==> src/rtl/div_seq.sv <==
// rtl/div_seq.sv - iterative radix-2 restoring DIV/DIVU sequencer for the execute stage
// Optional build macro DIV_EARLY_OUT_EN: skip iterations when |a| < |b|.
module div_seq #(
    parameter int WIDTH = 32,
    parameter int CNT_W = 5
) (
    input  logic             clk,
    input  logic             rst,
    input  logic             start,
    input  logic             signed_div,
    input  logic [WIDTH-1:0] a,
    input  logic [WIDTH-1:0] b,
    input  logic             annul,
    output logic             stall_div,
    output logic             busy,
    output logic             ready,
    output logic [WIDTH-1:0] quo,
    output logic [WIDTH-1:0] rem
);

    typedef enum logic [1:0] {IDLE, BUSY, DONE} state_t;

    state_t           state_q, state_d;
    logic [CNT_W-1:0] cnt_q, cnt_d;
    logic [WIDTH-1:0] dvd_q, dvd_d;
    logic [WIDTH-1:0] dvs_q, dvs_d;
    logic [WIDTH:0]   prem_q, prem_d;
    logic             qneg_q, qneg_d;
    logic             rneg_q, rneg_d;
    logic [WIDTH-1:0] quo_q, quo_d;
    logic [WIDTH-1:0] rem_q, rem_d;

    logic [WIDTH-1:0] mag_a, mag_b;
    logic [WIDTH:0]   shifted, trial;

    assign mag_a = (signed_div && a[WIDTH-1]) ? -a : a;
    assign mag_b = (signed_div && b[WIDTH-1]) ? -b : b;

    // The dividend register doubles as the quotient: its MSB feeds the
    // remainder while each new quotient bit enters at the LSB.
    assign shifted = {prem_q[WIDTH-1:0], dvd_q[WIDTH-1]};
    assign trial   = shifted - {1'b0, dvs_q};

    always_comb begin
        state_d = state_q;
        cnt_d   = cnt_q;
        dvd_d   = dvd_q;
        dvs_d   = dvs_q;
        prem_d  = prem_q;
        qneg_d  = qneg_q;
        rneg_d  = rneg_q;
        quo_d   = quo_q;
        rem_d   = rem_q;
        case (state_q)
            IDLE: begin
                if (start && !annul) begin
                    if (b == '0) begin
                        state_d = DONE;
                        quo_d   = '1;
                        rem_d   = a;
                    end
`ifdef DIV_EARLY_OUT_EN
                    else if (mag_a < mag_b) begin
                        state_d = DONE;
                        quo_d   = '0;
                        rem_d   = a;
                    end
`endif
                    else begin
                        state_d = BUSY;
                        dvd_d   = mag_a;
                        dvs_d   = mag_b;
                        qneg_d  = signed_div & (a[WIDTH-1] ^ b[WIDTH-1]);
                        rneg_d  = signed_div & a[WIDTH-1];
                        prem_d  = '0;
                        cnt_d   = '0;
                    end
                end
            end
            BUSY: begin
                if (annul) begin
                    state_d = IDLE;
                end else begin
                    prem_d = trial[WIDTH] ? shifted : trial;
                    dvd_d  = {dvd_q[WIDTH-2:0], ~trial[WIDTH]};
                    cnt_d  = cnt_q + CNT_W'(1);
                    if (cnt_q == CNT_W'(WIDTH - 1)) begin
                        state_d = DONE;
                        quo_d   = qneg_q ? -dvd_d : dvd_d;
                        rem_d   = rneg_q ? -prem_d[WIDTH-1:0] : prem_d[WIDTH-1:0];
                    end
                end
            end
            DONE:    state_d = IDLE;
            default: state_d = IDLE;
        endcase
    end

    always_ff @(posedge clk) begin
        if (rst) begin
            state_q <= IDLE;
            cnt_q   <= '0;
            dvd_q   <= '0;
            dvs_q   <= '0;
            prem_q  <= '0;
            qneg_q  <= 1'b0;
            rneg_q  <= 1'b0;
            quo_q   <= '0;
            rem_q   <= '0;
        end else begin
            state_q <= state_d;
            cnt_q   <= cnt_d;
            dvd_q   <= dvd_d;
            dvs_q   <= dvs_d;
            prem_q  <= prem_d;
            qneg_q  <= qneg_d;
            rneg_q  <= rneg_d;
            quo_q   <= quo_d;
            rem_q   <= rem_d;
        end
    end

    assign busy      = (state_q == BUSY);
    assign ready     = (state_q == DONE) && !annul;
    assign stall_div = ((state_q == IDLE) && start && !annul) || (state_q == BUSY);
    assign quo       = quo_q;
    assign rem       = rem_q;

endmodule

==> config.mk <==
export PLATFORM = sky130hd
export DESIGN_NAME = div_seq
export DESIGN_NICKNAME = d
export VERILOG_FILES = /design/src/rtl/div_seq.sv
export SDC_FILE = /design/constraint.sdc
export NUM_CORES = 1
export LEC_CHECK = 0
export BUFFER_PORTS_ARGS = -buffer_cell sky130_fd_sc_hd__buf_4
export CORE_ASPECT_RATIO = 1.75
export CORE_UTILIZATION = 60
export CTS_CLUSTER_SIZE = 28
export DETAILED_ROUTE_END_ITERATION = 7
export PLACE_DENSITY = 0.82
export SLEW_MARGIN = 20
export SYNTH_ARGS = -nofsm -noshare
export SYNTH_HDL_FRONTEND = slang
export SYNTH_SLANG_ARGS = --single-unit
export TNS_END_PERCENT = 1
==> constraint.sdc <==
create_clock -name clk -period 6.4 [get_ports clk]
set_input_delay 0.64 -clock clk [delete_from_list [all_inputs] [get_ports clk]]
set_output_delay 0.64 -clock clk [all_outputs]
set_load 0.005 [all_outputs]
==> results of run 1 <==
==> final timing paths <==
kind,cells past startpoint,end
max,20,rem[30]$_SDFFE_PP0P_
max reg2reg,20,rem[30]$_SDFFE_PP0P_
min reg2reg,2,dvs_q[22]$_SDFFE_PP0P_
min,2,dvs_q[22]$_SDFFE_PP0P_
==> per-layer routing <==
metal	part of all wire [%]	vias up	GRT usage, %
met1	35	5801	38.0
met5	0	-	0
met4	9.3	0	33.0
li1	-	5953	-
met2	50	468	65.9
met3	5.5	154	6.23
==> flip-flops by register name, summed over array words and instances, names as in the netlist <==
name	cells
dvd_q	32
rneg_q	1
prem_q	32
quo	32
cnt_q	5
rem	32
state_q	2
dvs_q	32
qneg_q	1
==> placed cells by master, fill, tap and decap left out, drive strengths merged, types with 15 or more instances in the layout <==
cell,netlist,layout
a22oi,19,19
clkbuf,70,24
nor2,266,266
dfxtp,169,169
a21o,17,17
o211ai,15,15
a311oi,34,34
ha,38,38
nor4,16,16
xor2,55,55
a21oi,134,134
nand4,15,15
inv,63,64
a31oi,17,17
nor3,36,36
a211oi,89,89
or3,20,20
o21ai,67,67
mux2i,26,26
nand2,152,152
buf,32,147
nand3,24,24
xnor2,71,71
==> critical path, stage by stage (launching register included) <==
cell	delay [ps]
dfxtp_1	340
inv_1	60
ha_1	230
fa_1	410
nand2b_2	230
a211oi_4	400
o2111ai_1	240
a21o_1	250
o31a_4	310
xnor2_4	150
inv_6	290
nor2_1	70
a21oi_1	220
ha_1	270
nand2_1	70
nor3_1	200
mux2_4	240
o211ai_2	160
o41ai_2	380
xor2_1	190
a211oi_1	90
==> kinds of logic (layout without fill, tap and decap cells) <==
group / Yosys count / after routing / synth area share [%]
XOR/XNOR: 126 / 126 / 9.31
buffers and inverters: 166 / 242 / 5.66
AO/OA/AOI/OAI: 473 / 473 / 26.9
multiplexers: 36 / 36 / 3.12
adder cells (fa/ha/maj): 39 / 39 / 4.11
AND/OR/NAND/NOR: 606 / 606 / 22.9
flip-flops: 169 / 169 / 28.1
==> final cells by class <==
cell class	instances	area, um2	area share [%]
clock buffer	24	482	3.53
clock inverter	7	92.6	0.678
inverter	64	245	1.80
multi-input combinational	1280	8020	58.8
sequential	169	3380	24.8
tap	245	307	2.25
timing repair buffer	147	1120	8.18
==> power by group through the flow <==
stage / Combinational, mW / Clock [mW] / Sequential [mW]
after floorplan: 0.413 / 0 / 1.12
after global placement: 0.576 / 0 / 1.13
after detailed placement: 0.584 / 0 / 1.13
after CTS: 0.588 / 1.05 / 1.11
after global routing: 0.652 / 1.09 / 1.11
final: 0.598 / 1.04 / 1.11
==> impl_metrics.env, run 1 <==
export IMPL_slew_headroom_pct=23.2
export IMPL_rsz0062_at_grt="false"
export IMPL_synth_net_count=1723
export IMPL_power_total_mw=2.75
export IMPL_rows=68
export IMPL_synth_top_area_share_pct=28.1
export IMPL_place_inst=1905
export IMPL_start_util_pct=61.1
export IMPL_antenna_found_initial=0
export IMPL_first_global_vias=11600
export IMPL_synthTopCellsByArea="dfxtp_1 28%, nor2_1 8.3%, a21oi_1 5.4%"
export IMPL_drt_wl_total_um=38400
export IMPL_ys_seq_area_share_pct=28.1
export IMPL_h_tree_depth=4
export IMPL_gr_usage_all_layers_pct=37.9
export IMPL_die_x_um=109
export IMPL_hpwl_um=29300
export IMPL_insertion_delay_ps=450
export IMPL_p_leak_nw=5.45
export IMPL_period_minus_slack_ps=5010
export IMPL_avgSynthCellArea_um2=7.46
export IMPL_holdWs_ps=450
export IMPL_clk_pin_slew_ps=70
export IMPL_tritoncts="built"
export IMPL_clockPowerShare_pct=37.8
export IMPL_grt_pass1_wl_um=59900
export IMPL_p_int_mw=1.90
export IMPL_root_buffer="clkbuf_16"
export IMPL_ctsHoldBuffers=0
export IMPL_end_kind="register"
export IMPL_ys_seq_elements=169
export IMPL_yosys_warnings=0
export IMPL_vias_per_cell=6.39
export IMPL_cts_resized_gates=0
export IMPL_yosysMostFrequentCell="nor2_1"
export IMPL_path_class="reg2reg"
export IMPL_antenna_cells=0
export IMPL_fin_area_um2=13600
export IMPL_synthTopCellsByCount="265 x nor2_1, 169 x dfxtp_1, 152 x nand2_1"
export IMPL_finalClockSkew_ps=8.88
export IMPL_gp_congestion=0.983
export IMPL_final_cells=1936
export IMPL_drv_cap=0
export IMPL_hold_viol=0
export IMPL_firstDrtPassIters=5
export IMPL_clockBufferDepth=2
export IMPL_fin_crit_sh_pct=78.3
export IMPL_tightestPinTransition_ps=1150
export IMPL_p_switching_uw=849
export IMPL_synthArstFlopShare_pct=0
export IMPL_ant_nets=0
export IMPL_io_pins=136
export IMPL_drive_gt1_share_pct=13.1
export IMPL_placed_cell_area_um2=13100
export IMPL_post_place_ws_ps=1460
export IMPL_cp_startpoint="dvd_q[31]$_SDFFE_PP0P_"
export IMPL_fin_tns_setup_ps=0
export IMPL_area_delta_synth_final_pct=13.2
export IMPL_p_seq_share_pct=40.4
export IMPL_wl_per_cell_um=19.8
export IMPL_die_h_um=189
export IMPL_final_util_pct=69.1
export IMPL_cp_required_ps=6680
export IMPL_hold_path_class="reg2reg"
export IMPL_hp_start="dvs_q[22]$_SDFFE_PP0P_"
export IMPL_finalSetupViolations=0
export IMPL_synthesis_area_um2=12100
export IMPL_arrival_ps=5280
export IMPL_nFillCells=1692
export IMPL_clock_sinks=169
export IMPL_sw_frac_of_total_pct=30.9
export IMPL_p_per_area_nw_per_um2=201
export IMPL_synth_edf_count=0
export IMPL_timing_rr_start="dvd_q[31]$_SDFFE_PP0P_"
export IMPL_maxSlewViolCount=0
export IMPL_outcome="complete, no violations"
export IMPL_start_kind="register"
export IMPL_synth_cells=1615
export IMPL_coreArea_um2=19700
export IMPL_remaining_drc_errors=0
export IMPL_cts_made_buffers=17
export IMPL_fmax_ghz=0.200
export IMPL_fin_ws_ps=1390
export IMPL_ir_drop_uv=189
export IMPL_drt_iter0_markers=897
export IMPL_synth_top_area_cell="dfxtp_1"
export IMPL_p_comb_share_pct=21.8
export IMPL_fp_dieArea_um2=20700
export IMPL_grt_max_degree=84
export IMPL_io_buffers=135
export IMPL_grt_overflow=0
export IMPL_critPathMaxFanout=46
export IMPL_ys_flop_type="dfxtp_1"
export IMPL_synth_cell_types=85
export IMPL_fin_nets=1787
export IMPL_post_cts_buffers=0
export IMPL_r2r_slack_ps=1390
export IMPL_vias=12400
Power figures use the tool's default switching activity.
==> run 2, diff against run 1 <==
Clock period 6.4 ns to 4.9 ns, I/O delays scaled along.
==> run 2 against run 1 <==
Register-to-register slack lost 1200 ps. Sequential share of layout area shrank 0.31 points. Sequential cell count is the same. Global-route usage grew 0.86 points. Die area is the same. First-iteration DRC count grew 16%. Cell area grew 1.2%. Hold slack lost 110 ps. Setup slack lost 1200 ps. Maximum frequency grew 6.4%. Clock power grew 42%. Critical path type unchanged. Critical endpoint unchanged.
==> impl_metrics.env, run 2 (synthesis gave the netlist of run 1 again) <==
export IMPL_post_cts_buffers=0
export IMPL_die_x_um=109
export IMPL_nFillCells=1682
export IMPL_drv_cap=0
export IMPL_end_kind="register"
export IMPL_root_buffer="clkbuf_16"
export IMPL_grt_max_degree=87
export IMPL_fin_crit_sh_pct=96.1
export IMPL_h_tree_depth=4
export IMPL_gp_congestion=0.982
export IMPL_holdWs_ps=336
export IMPL_path_class="reg2reg"
export IMPL_io_pins=136
export IMPL_vias=12500
export IMPL_rows=68
export IMPL_clockBufferDepth=2
export IMPL_ir_drop_uv=298
export IMPL_drt_iter0_markers=1040
export IMPL_coreArea_um2=19700
export IMPL_clk_pin_slew_ps=70
export IMPL_finalSetupViolations=0
export IMPL_fp_dieArea_um2=20700
export IMPL_ctsHoldBuffers=0
export IMPL_power_total_mw=3.73
export IMPL_tightestPinTransition_ps=1030
export IMPL_fin_nets=1800
export IMPL_remaining_drc_errors=0
export IMPL_insertion_delay_ps=450
export IMPL_final_cell_mix="264 x nor2_1, 169 x dfxtp_1, 158 x buf_4"
export IMPL_cp_required_ps=5260
export IMPL_cts_made_buffers=17
export IMPL_final_util_pct=70.0
export IMPL_slew_headroom_pct=31.2
export IMPL_period_minus_slack_ps=4710
export IMPL_antenna_found_initial=0
export IMPL_antenna_cells=0
export IMPL_outcome="complete, no violations"
export IMPL_fin_ws_ps=191
export IMPL_wl_per_cell_um=20.0
export IMPL_io_buffers=135
export IMPL_grt_overflow=0
export IMPL_drt_wl_total_um=39100
export IMPL_area_delta_synth_final_pct=14.6
export IMPL_die_h_um=189
export IMPL_tritoncts="built"
export IMPL_grt_pass1_wl_um=61400
export IMPL_layout_commonest_cell="nor2_1"
export IMPL_arrival_ps=5070
export IMPL_fmax_ghz=0.212
export IMPL_first_global_vias=11900
export IMPL_ant_nets=0
export IMPL_hpwl_um=29600
export IMPL_gr_usage_all_layers_pct=38.8
export IMPL_critPathMaxFanout=8
export IMPL_p_per_area_nw_per_um2=270
export IMPL_cts_resized_gates=0
export IMPL_p_leak_nw=5.55
export IMPL_start_util_pct=61.1
export IMPL_firstDrtPassIters=8
export IMPL_vias_per_cell=6.43
export IMPL_drive_gt1_share_pct=14.0
export IMPL_hold_path_class="in2reg"
export IMPL_hold_viol=0
export IMPL_start_kind="register"
export IMPL_post_place_ws_ps=276
export IMPL_finalClockSkew_ps=6.22
export IMPL_clock_sinks=169
export IMPL_maxSlewViolCount=0
==> run 2: path summary, 6_finish.rpt <==
| path | from | end | slack (ps) | depth (start not counted) |
|---|---|---|---|---|
| worst min-delay path | b[0] | dvs_q[0]$_SDFFE_PP0P_ | 340 | 3 |
| worst max-delay path | dvd_q[31]$_SDFFE_PP0P_ | rem[30]$_SDFFE_PP0P_ | 190 | 18 |
| worst min register to register | dvs_q[0]$_SDFFE_PP0P_ | dvs_q[0]$_SDFFE_PP0P_ | 470 | 2 |
| worst max register to register | dvd_q[31]$_SDFFE_PP0P_ | rem[30]$_SDFFE_PP0P_ | 190 | 18 |
==> run 2: area by class of cell <==
type / instances / area, um2 / area share [%]
clock buffers: 21 / 470 / 3.40
clock inverters: 11 / 168 / 1.21
inverters: 64 / 245 / 1.77
multi-input cells: 1280 / 8030 / 58.1
flip-flops and latches: 169 / 3380 / 24.5
well taps: 245 / 307 / 2.22
repair buffers: 160 / 1220 / 8.81
==> run 2: where the power goes <==
part / internal [mW] / switching (mW) / total, mW
clock network: 0.894 / 0.588 / 1.48
registers: 1.41 / 0.0387 / 1.45
logic: 0.290 / 0.507 / 0.797
==> run 2: stage by stage <==
step           area, um2  instances  setup TNS (ps)
2_1_floorplan      12100       1615               0
3_3_place_gp       13200       1918               0
3_5_place_dp       13200       1918               0
4_1_cts            13800       1950               0
5_1_grt            13800       1950           -70.0
6_report           13800       1950               0
==> run 2: critical path: stages (launching register included) <==
cell	delay, ps
dfxtp_1	350
inv_1	70
ha_1	240
fa_1	420
nand2b_2	230
a211oi_4	300
o2111ai_1	230
a21o_1	250
o31a_4	310
xnor2_4	210
inv_6	80
a21oi_1	240
ha_2	290
nor4b_1	260
mux2_4	260
o211ai_2	160
o41ai_2	380
xor2_1	120
a211oi_1	230
==> run 2: metal layers <==
metal,global-route usage (%),share of wire (%),vias up
li1,-,-,5978
met1,39.3,35,5834
met2,65.9,49,552
met3,6.30,5.9,171
met4,36.2,10,0
met5,0,0,-
